`config.mk`:
```
export PLATFORM = sky130hd
export DESIGN_NAME = seq_booth_multiplier
export DESIGN_NICKNAME = d
export VERILOG_FILES = /design/src/rtl/seq_booth_pkg.sv /design/src/rtl/booth_step.sv /design/src/rtl/seq_booth_multiplier.sv
export SDC_FILE = /design/constraint.sdc
export NUM_CORES = 1
export LEC_CHECK = 0
export CAP_MARGIN = 20
export CORE_MARGIN = 1.5
export CORE_UTILIZATION = 55
export DETAILED_ROUTE_END_ITERATION = 10
export PLACE_DENSITY = 0.79
export SETUP_SLACK_MARGIN = 0.1
export SKIP_CTS_REPAIR_TIMING = 1
export SYNTH_ARGS = -nofsm -noshare
export SYNTH_HDL_FRONTEND = slang
export SYNTH_HIERARCHICAL = 1
export SYNTH_SLANG_ARGS = --single-unit
```
`constraint.sdc`:
```
create_clock -name clk -period 3.38 [get_ports clk]
set_input_delay 0.845 -clock clk [delete_from_list [all_inputs] [get_ports clk]]
set_output_delay 0.845 -clock clk [all_outputs]
set_load 0.01 [all_outputs]
```
`src/rtl/seq_booth_pkg.sv`:
```
// Shared types and helpers for the sequential radix-2 Booth multiplier.
// Holds the FSM state encoding, the Booth op decode and the step-counter width.
package seq_booth_pkg;

   typedef logic [1:0] state_t;

   localparam state_t ST_IDLE = 2'd0;
   localparam state_t ST_RUN  = 2'd1;
   localparam state_t ST_DONE = 2'd2;

   typedef enum logic [1:0] {
      OP_NOP = 2'd0,
      OP_ADD = 2'd1,
      OP_SUB = 2'd2
   } booth_op_t;

   // Radix-2 Booth recoding of the pair {Q[0], q_minus}.
   function automatic booth_op_t booth_decode(input logic q0, input logic q_minus);
      booth_op_t op;
      case ({q0, q_minus})
         2'b01:   op = OP_ADD;
         2'b10:   op = OP_SUB;
         default: op = OP_NOP;
      endcase
      return op;
   endfunction

   // The counter has to reach WIDTH+1, the final step count.
   function automatic int cnt_width(input int width);
      return $clog2(width + 2);
   endfunction

endpackage

```
`src/rtl/booth_step.sv`:
```
// One combinational radix-2 Booth step: conditional add/subtract of M_ext into acc,
// then an arithmetic shift right of {acc, Q, q_minus} by one bit.
module booth_step
   import seq_booth_pkg::*;
#(
   parameter int WIDTH = 4
) (
   input  logic [WIDTH+1:0] acc,
   input  logic [WIDTH:0]   q,
   input  logic             q_minus,
   input  logic [WIDTH:0]   m_ext,
   output logic [WIDTH+1:0] acc_next,
   output logic [WIDTH:0]   q_next,
   output logic             q_minus_next
);

   logic [WIDTH+1:0] m_wide;
   logic [WIDTH+1:0] sum;
   booth_op_t        op;

   // acc has one guard bit over M_ext so that subtracting the most-negative value cannot overflow.
   assign m_wide = {m_ext[WIDTH], m_ext};
   assign op     = booth_decode(q[0], q_minus);

   always_comb begin
      // NOTE: every always_comb output gets a default first, so no path can infer a latch.
      sum = acc;
      case (op)
         OP_ADD:  sum = acc + m_wide;
         OP_SUB:  sum = acc - m_wide;
         default: sum = acc;
      endcase
      {acc_next, q_next, q_minus_next} = {sum[WIDTH+1], sum, q};
   end

endmodule

```
`src/rtl/seq_booth_multiplier.sv`:
```
// Sequential radix-2 Booth multiplier, one add/sub-and-shift step per clock.
// Handles signed or unsigned operands per operation; the product is held until the next done.
module seq_booth_multiplier
   import seq_booth_pkg::*;
#(
   parameter int WIDTH = 4
) (
   input  logic               clk,
   input  logic               rst,
   input  logic               start,
   input  logic               is_signed,
   input  logic [WIDTH-1:0]   multiplier,
   input  logic [WIDTH-1:0]   multiplicand,
   output logic               busy,
   output logic               done,
   output logic [2*WIDTH-1:0] product
);

   localparam int             CW        = cnt_width(WIDTH);
   localparam logic [CW-1:0]  LAST_STEP = CW'(WIDTH);

   state_t             state_q,   state_d;
   logic [WIDTH+1:0]   acc_q,     acc_d;
   logic [WIDTH:0]     q_q,       q_d;
   logic               q_minus_q, q_minus_d;
   logic [WIDTH:0]     m_q,       m_d;
   logic [CW-1:0]      cnt_q,     cnt_d;
   logic [2*WIDTH-1:0] product_q, product_d;

   logic [WIDTH+1:0]   acc_step;
   logic [WIDTH:0]     q_step;
   logic               q_minus_step;

   booth_step #(
      .WIDTH (WIDTH)
   ) u_step (
      .acc          (acc_q),
      .q            (q_q),
      .q_minus      (q_minus_q),
      .m_ext        (m_q),
      .acc_next     (acc_step),
      .q_next       (q_step),
      .q_minus_next (q_minus_step)
   );

   always_comb begin
      state_d   = state_q;
      acc_d     = acc_q;
      q_d       = q_q;
      q_minus_d = q_minus_q;
      m_d       = m_q;
      cnt_d     = cnt_q;
      product_d = product_q;
      case (state_q)
         ST_IDLE: begin
            if (start) begin
               state_d   = ST_RUN;
               acc_d     = '0;
               q_d       = is_signed ? {multiplier[WIDTH-1], multiplier} : {1'b0, multiplier};
               q_minus_d = 1'b0;
               m_d       = is_signed ? {multiplicand[WIDTH-1], multiplicand} : {1'b0, multiplicand};
               cnt_d     = '0;
            end
         end
         ST_RUN: begin
            acc_d     = acc_step;
            q_d       = q_step;
            q_minus_d = q_minus_step;
            cnt_d     = cnt_q + 1'b1;
            // The last of the WIDTH+1 steps writes the product on the same edge.
            if (cnt_q == LAST_STEP) begin
               state_d   = ST_DONE;
               product_d = {acc_step[WIDTH-2:0], q_step};
            end
         end
         ST_DONE: state_d = ST_IDLE;
         default: state_d = ST_IDLE;
      endcase
   end

   always_ff @(posedge clk or posedge rst) begin
      if (rst) begin
         state_q   <= ST_IDLE;
         acc_q     <= '0;
         q_q       <= '0;
         q_minus_q <= 1'b0;
         m_q       <= '0;
         cnt_q     <= '0;
         product_q <= '0;
      end else begin
         // NOTE: non-blocking assignments so every flop samples the pre-edge values.
         state_q   <= state_d;
         acc_q     <= acc_d;
         q_q       <= q_d;
         q_minus_q <= q_minus_d;
         m_q       <= m_d;
         cnt_q     <= cnt_d;
         product_q <= product_d;
      end
   end

   assign busy    = (state_q == ST_RUN);
   assign done    = (state_q == ST_DONE);
   assign product = product_q;

endmodule

```
==> metrics.md, run 1 <==
| Metric | Value |
|---|---|
| Residual DRC | `0` |
| Post-Syn Instances | `157` |
| Tcrit/Tclk final | `74.5%` |
| Fraction of layout cells with a size suffix above 1 | `15.8%` |
| Leak | `0.924 nW` |
| Root buf cell | `clkbuf_4` |
| Hold Crit Class | `register to register` |
| Flop-to-flop setup slack | `860 ps` |
| Pins Over Slew Limit | `0` |
| Unique masters post-synth | `32` |
| Via count | `1185` |
| Unrepaired setup endpoints after global routing | `false` |
| Synth Net Count | `179` |
| Clk buf depth | `2` |
| Vias in the first global route | `1209` |
| Worst Path Max Fanout | `5` |
| Fin area | `1980 sq um` |
| Placed standard-cell area | `1910 sq um` |
| Via density | `5.64` |
| Port Buffers | `21` |
| Post-synthesis register bit count | `30` |
| Layout Nets | `198` |
| Die width | `58.9 um` |
| Most common cell after layout, fill and taps aside | `dfrtp_1` |
| Worst EP required | `3600 ps` |
| Sequential-to-total area share from yosys stat | `43.7%` |
| Grt total ovfl | `0` |
| YS warnings | `6` |
| CTS Buf Count | `5` |
| Cell row count | `20` |
| Worst skew pair latency | `330 ps` |
| Core Box Area | `3000 sq um` |
| Crit path launch type | `register` |
| Initial Util | `57.2%` |
| Final TNS setup | `0 ps` |
| Crit Path Category | `register to register` |
| Global-route wire length before repair | `5200 um` |
| Tot GR Track Use | `20.3%` |
| RePlAce Congestion | `0.814` |
| H-tree levels | `2` |
| Die ar. | `3470 sq um` |
| Post-DRT Antenna Nets | `0` |
| Max-cap violations | `0` |
| Worst-path clk slew | `90 ps` |
| Initial antenna violation count | `0` |
| Clock sink count | `30` |
| Largest net degree at the start of global routing | `31` |
| Period minus WS final | `2520 ps` |
| Post-synth EDFFs | `0` |
| Highest clock rate | `397 MHz` |
| PwrDens | `1180 nW/um^2` |
| # IOs | `22` |
| Rel. slew slack | `62.2%` |
| Mapped Area | `1720 sq um` |
| WL final | `3110 um` |
| Setup crit end kind | `register` |
| Number of DRC markers in iteration 0 | `46` |
| Mapped Avg Cell Area | `10.9 sq um` |
| Worst vdd ir | `0.516 mV` |
| WL per Instance | `14.8 um` |
| Status | `finished clean` |
| Hold Vio Cnt, Final | `0` |
| Primary FF master, synth | `dfrtp_1` |
| CTS tree | `yes` |
| Area growth from synthesis to layout | `15.6%` |
| DP HPWL | `2300 um` |
| Die Ht | `58.9 um` |
| Skew final | `6.65 ps` |
| Most frequent cells in the layout | `dfrtp_1, clkdlybuf4s50_1, nand2_1` |
| Worst slew pin tran | `564 ps` |
| Ant diodes | `0` |
| CP arrival | `2740 ps` |
| Drt first pass iters | `4` |
| Endpoints failing setup | `0` |
| Fraction of registers with async set/reset | `100%` |
through the flow:
stage | worst slack, ps | hold WS (ps) | cells | util [%] | power (mW)
6_report | 863 | 508 | 210 | 66.1 | 2.34
5_1_grt | 718 | 530 | 210 | 66.1 | 2.51
4_1_cts | 854 | 510 | 210 | 66.1 | 2.35
3_5_place_dp | 864 | 484 | 202 | 63.6 | 2.07
3_3_place_gp | 979 | 481 | 202 | 63.6 | 1.99
2_1_floorplan | 910 | 451 | 157 | - | 1.81
report_power, final:
part / switching [mW] / leakage (nW) / internal [mW]
clock: 0.120 / 0.0395 / 0.157
combinational: 0.683 / 0.509 / 0.701
sequential: 0.147 / 0.376 / 0.527
total: 0.951 / 0.924 / 1.38
final cells by class:
cell class	count	area [sq um]
Clock buffer	7	45.0
Inverter	11	41.3
Multi-Input combinational cell	104	843
Fill cell	244	1020
Sequential cell	30	751
Clock inverter	1	30.0
Timing Repair Buffer	24	233
Tap cell	33	41.3
synthesized netlist by cell type, types with 2 or more instances:
master	n	area (sq um)
a21o_1	3	22.5
a21oi_1	6	30.0
a22o_1	8	70.1
and2_1	2	12.5
buf_2	2	10.0
buf_4	7	52.6
clkbuf_1	2	7.51
dfrtp_1	30	751
ha_1	9	113
inv_1	11	41.3
mux2_2	13	146
mux2i_1	9	90.1
nand2_1	17	63.8
nand3_1	3	15.0
nor2_1	4	15.0
nor3_1	3	15.0
o21ai_0	9	45.0
xnor2_1	4	35.0
xor2_1	2	17.5
per-layer routing:
| metal | up-vias | share of wire, % | track usage [%] |
|---|---|---|---|
| li1 | 577 | - | - |
| met1 | 578 | 44 | 23.7 |
| met2 | 28 | 51 | 34.9 |
| met3 | 2 | 4.8 | 6.59 |
| met4 | 0 | 0.23 | 7.14 |
| met5 | - | 0 | 0 |
sequential cells by signal (all words and copies together), names as in the netlist:
register / count
acc_q: 6
product: 8
cnt_q: 3
m_q: 5
q_minus_q: 1
q_q: 5
state_q: 2
final timing paths:
check | cells after the start | to | from
setup / recovery | 11 | acc_q[4]$_DFFE_PP0P_ | m_q[0]$_DFFE_PP0P_
hold / removal | 2 | q_q[2]$_DFFE_PP0P_ | q_q[2]$_DFFE_PP0P_
setup reg to reg | 11 | acc_q[4]$_DFFE_PP0P_ | m_q[0]$_DFFE_PP0P_
hold reg to reg | 2 | q_q[2]$_DFFE_PP0P_ | q_q[2]$_DFFE_PP0P_
max in group asynchronous | 3 | m_q[4]$_DFFE_PP0P_ | rst
min in group asynchronous | 3 | cnt_q[2]$_DFFE_PP0P_ | rst
kinds of logic after synthesis:
logic type               after synthesis  share of synthesized area, %
AND/OR/NAND/NOR                       37                          12.3
flip-flops                            30                          43.7
AO/OA/AOI/OAI                         29                          12.2
buffers and inverters                 23                          7.14
multiplexers                          22                          13.8
adder cells (fa/ha/maj)               10                          7.73
XOR/XNOR                               6                          3.06
worst max-delay path: stages, from the launching register on:
cell and delay [ps]:
dfrtp_1 450, inv_1 70, ha_1 220, a21oi_1 150, xnor2_1 140, ha_1 310, a21oi_1 170, nand2_1 110
a41oi_4 230, mux2i_1 210, nand4b_1 130, a22o_1 230
Power figures use the tool's default switching activity.
==> run 2, diff against run 1 <==
--- a/config.mk
+++ b/config.mk
@@ -7,9 +7,9 @@
 export LEC_CHECK = 0
 export CAP_MARGIN = 20
 export CORE_MARGIN = 1.5
-export CORE_UTILIZATION = 55
+export CORE_UTILIZATION = 49
 export DETAILED_ROUTE_END_ITERATION = 10
-export PLACE_DENSITY = 0.79
+export PLACE_DENSITY = 0.75
 export SETUP_SLACK_MARGIN = 0.1
 export SKIP_CTS_REPAIR_TIMING = 1
 export SYNTH_ARGS = -nofsm -noshare
==> constraint.sdc (replaced) <==
create_clock -name clk -period 2.25 [get_ports clk]
set_input_delay 0.5625 -clock clk [delete_from_list [all_inputs] [get_ports clk]]
set_output_delay 0.5625 -clock clk [all_outputs]
set_load 0.01 [all_outputs]
==> run 2 against run 1 <==
The run now ends with setup timing left. Via count grew 7.7%. Clock-buffer cell count is the same. Worst hold slack gained 1.3 ps. Highest routed layer unchanged.
==> metrics.md, run 2 (same netlist as run 1, synthesis figures left out) <==
| Metric | Value |
|---|---|
| Hold Crit Class | `register to register` |
| Worst slew pin tran | `386 ps` |
| CP peak stage delay | `380 ps` |
| Worst Path Max Fanout | `3` |
| # IOs | `22` |
| Post-layout util | `65.5%` |
| Critical Path Source | `m_q[1]$_DFFE_PP0P_` |
| Core Box Area | `3340 sq um` |
| Status | `finished with violations` |
| Hold Vio Cnt, Final | `0` |
| Die ar. | `3870 sq um` |
| Initial Util | `51.4%` |
| Clock sink count | `30` |
| Clk buf depth | `2` |
| Via count | `1276` |
| Max-cap violations | `0` |
| Vias in the first global route | `1336` |
| Root buf cell | `clkbuf_4` |
| Worst-path clk slew | `90 ps` |
| Worst EP required | `2470 ps` |
| Period minus WS final | `2400 ps` |
| WL per Instance | `15.8 um` |
| Crit Path Category | `register to register` |
| Number of DRC markers in iteration 0 | `45` |
| Rel. slew slack | `74.2%` |
| Max FFs per register | `8` |
| CP arrival | `2620 ps` |
| Pins Over Slew Limit | `0` |
| Delay-heaviest family, CP | `compound AO/OA/AOI/OAI gates` |
| WL final | `3800 um` |
| Fraction of layout cells with a size suffix above 1 | `29.9%` |
| Placed standard-cell area | `2030 sq um` |
| Area growth from synthesis to layout | `27.3%` |
| Critical path's slowest cell | `dfrtp_1` |
| Ant diodes | `0` |
| Die width | `62.2 um` |
| Post-DRT Antenna Nets | `0` |
| Filler Cell Count | `263` |
| Flop-to-flop setup slack | `-150 ps` |
| Fin area | `2190 sq um` |
| RePlAce Congestion | `0.749` |
| R2R depth | `12` |
| Final std cells w/o fill | `240` |
| Endpoints failing setup | `4` |
| Most frequent cells in the layout | `dfrtp_1, clkdlybuf4s50_1, buf_4` |
| Highest clock rate | `416 MHz` |
| Via density | `5.32` |
| Setup WS post-layout | `-153 ps` |
| Most common cell after layout, fill and taps aside | `dfrtp_1` |
| Failing checks | `setup timing` |
| Grt total ovfl | `0` |
| H-tree levels | `2` |
| Reg2reg end | `acc_q[5]$_DFFE_PP0P_` |
| Tcrit/Tclk final | `107%` |
| Initial antenna violation count | `0` |
| Residual DRC | `0` |
| Unrepaired setup endpoints after global routing | `true` |
| Placed Cells incl. Taps | `227` |
| FF-to-FF Start | `m_q[1]$_DFFE_PP0P_` |
| Die Ht | `62.2 um` |
| Tot GR Track Use | `20.0%` |
| DP HPWL | `2480 um` |
| Global-route wire length before repair | `6120 um` |
| CP cell instances | `inv_1, ha_4, a21oi_2, xnor2_1, ha_1, a21oi_2, nand2_2, a41oi_4, buf_4, a21oi_1, nand4b_1, a22o_1` |
| Crit path launch type | `register` |
| Worst skew pair latency | `320 ps` |
| CTS Buf Count | `5` |
| Crit path to | `acc_q[5]$_DFFE_PP0P_` |
| Drt first pass iters | `4` |
| Setup crit end kind | `register` |
| Skew final | `5.23 ps` |
| Hold_sp | `product[1]$_DFFE_PP0P_` |
| CTS tree | `yes` |
| Cell row count | `21` |
| Largest net degree at the start of global routing | `31` |
| Hold Crit Depth | `1` |
| Layout Nets | `215` |
| Crit path buf inv count | `2` |
| Levels on crit path | `12` |
| Critical Path Most Common Cell | `a21oi_2` |
| Port Buffers | `21` |
run 2: cell count changes in the layout (fill, tap and decap cells not counted), sizes merged:
cell / previous run / this run
clkinv: 0 / 1
buf: 3 / 20
bufinv: 1 / 0
run 2: how the worst min path moves through the flow:
stage,endpoint,slack [ps]
after global placement,q_q[1]$_DFFE_PP0P_,480
after global routing,product[2]$_DFFE_PP0P_,530
final,product[1]$_DFFE_PP0P_,510
after detailed placement,product[1]$_DFFE_PP0P_,490
after floorplan,q_q[1]$_DFFE_PP0P_,450
after CTS,q_q[1]$_DFFE_PP0P_,520
run 2: through the flow:
step	worst slack (ps)	setup TNS (ps)	hold slack (ps)
floorplan	-142	-189	451
CTS	-116	-232	515
global placement	-18.5	-18.5	483
detailed placement	-98.1	-180	494
global route	-255	-702	532
finish	-153	-293	509
run 2: area by class of cell:
class	instances	area (sq um)	share of cell area [%]
sequential	30	751	34.3
clock inverter	1	5.00	0.229
clock buffer	7	55.1	2.52
multi-input combinational	104	912	41.7
timing repair buffer	41	364	16.7
inverter	11	41.3	1.89
tap	46	57.6	2.63
run 2: per-layer routing:
layer	track usage [%]	up-vias	wire length, um
li1	-	613	-
met1	24.8	626	1620
met2	34.5	26	1960
met3	3.80	11	107
met4	8.06	0	112
met5	0	-	0
Power of run 2 is not shown: default switching activity piles up to over one toggle a cycle in this logic, so the estimate is an artifact.
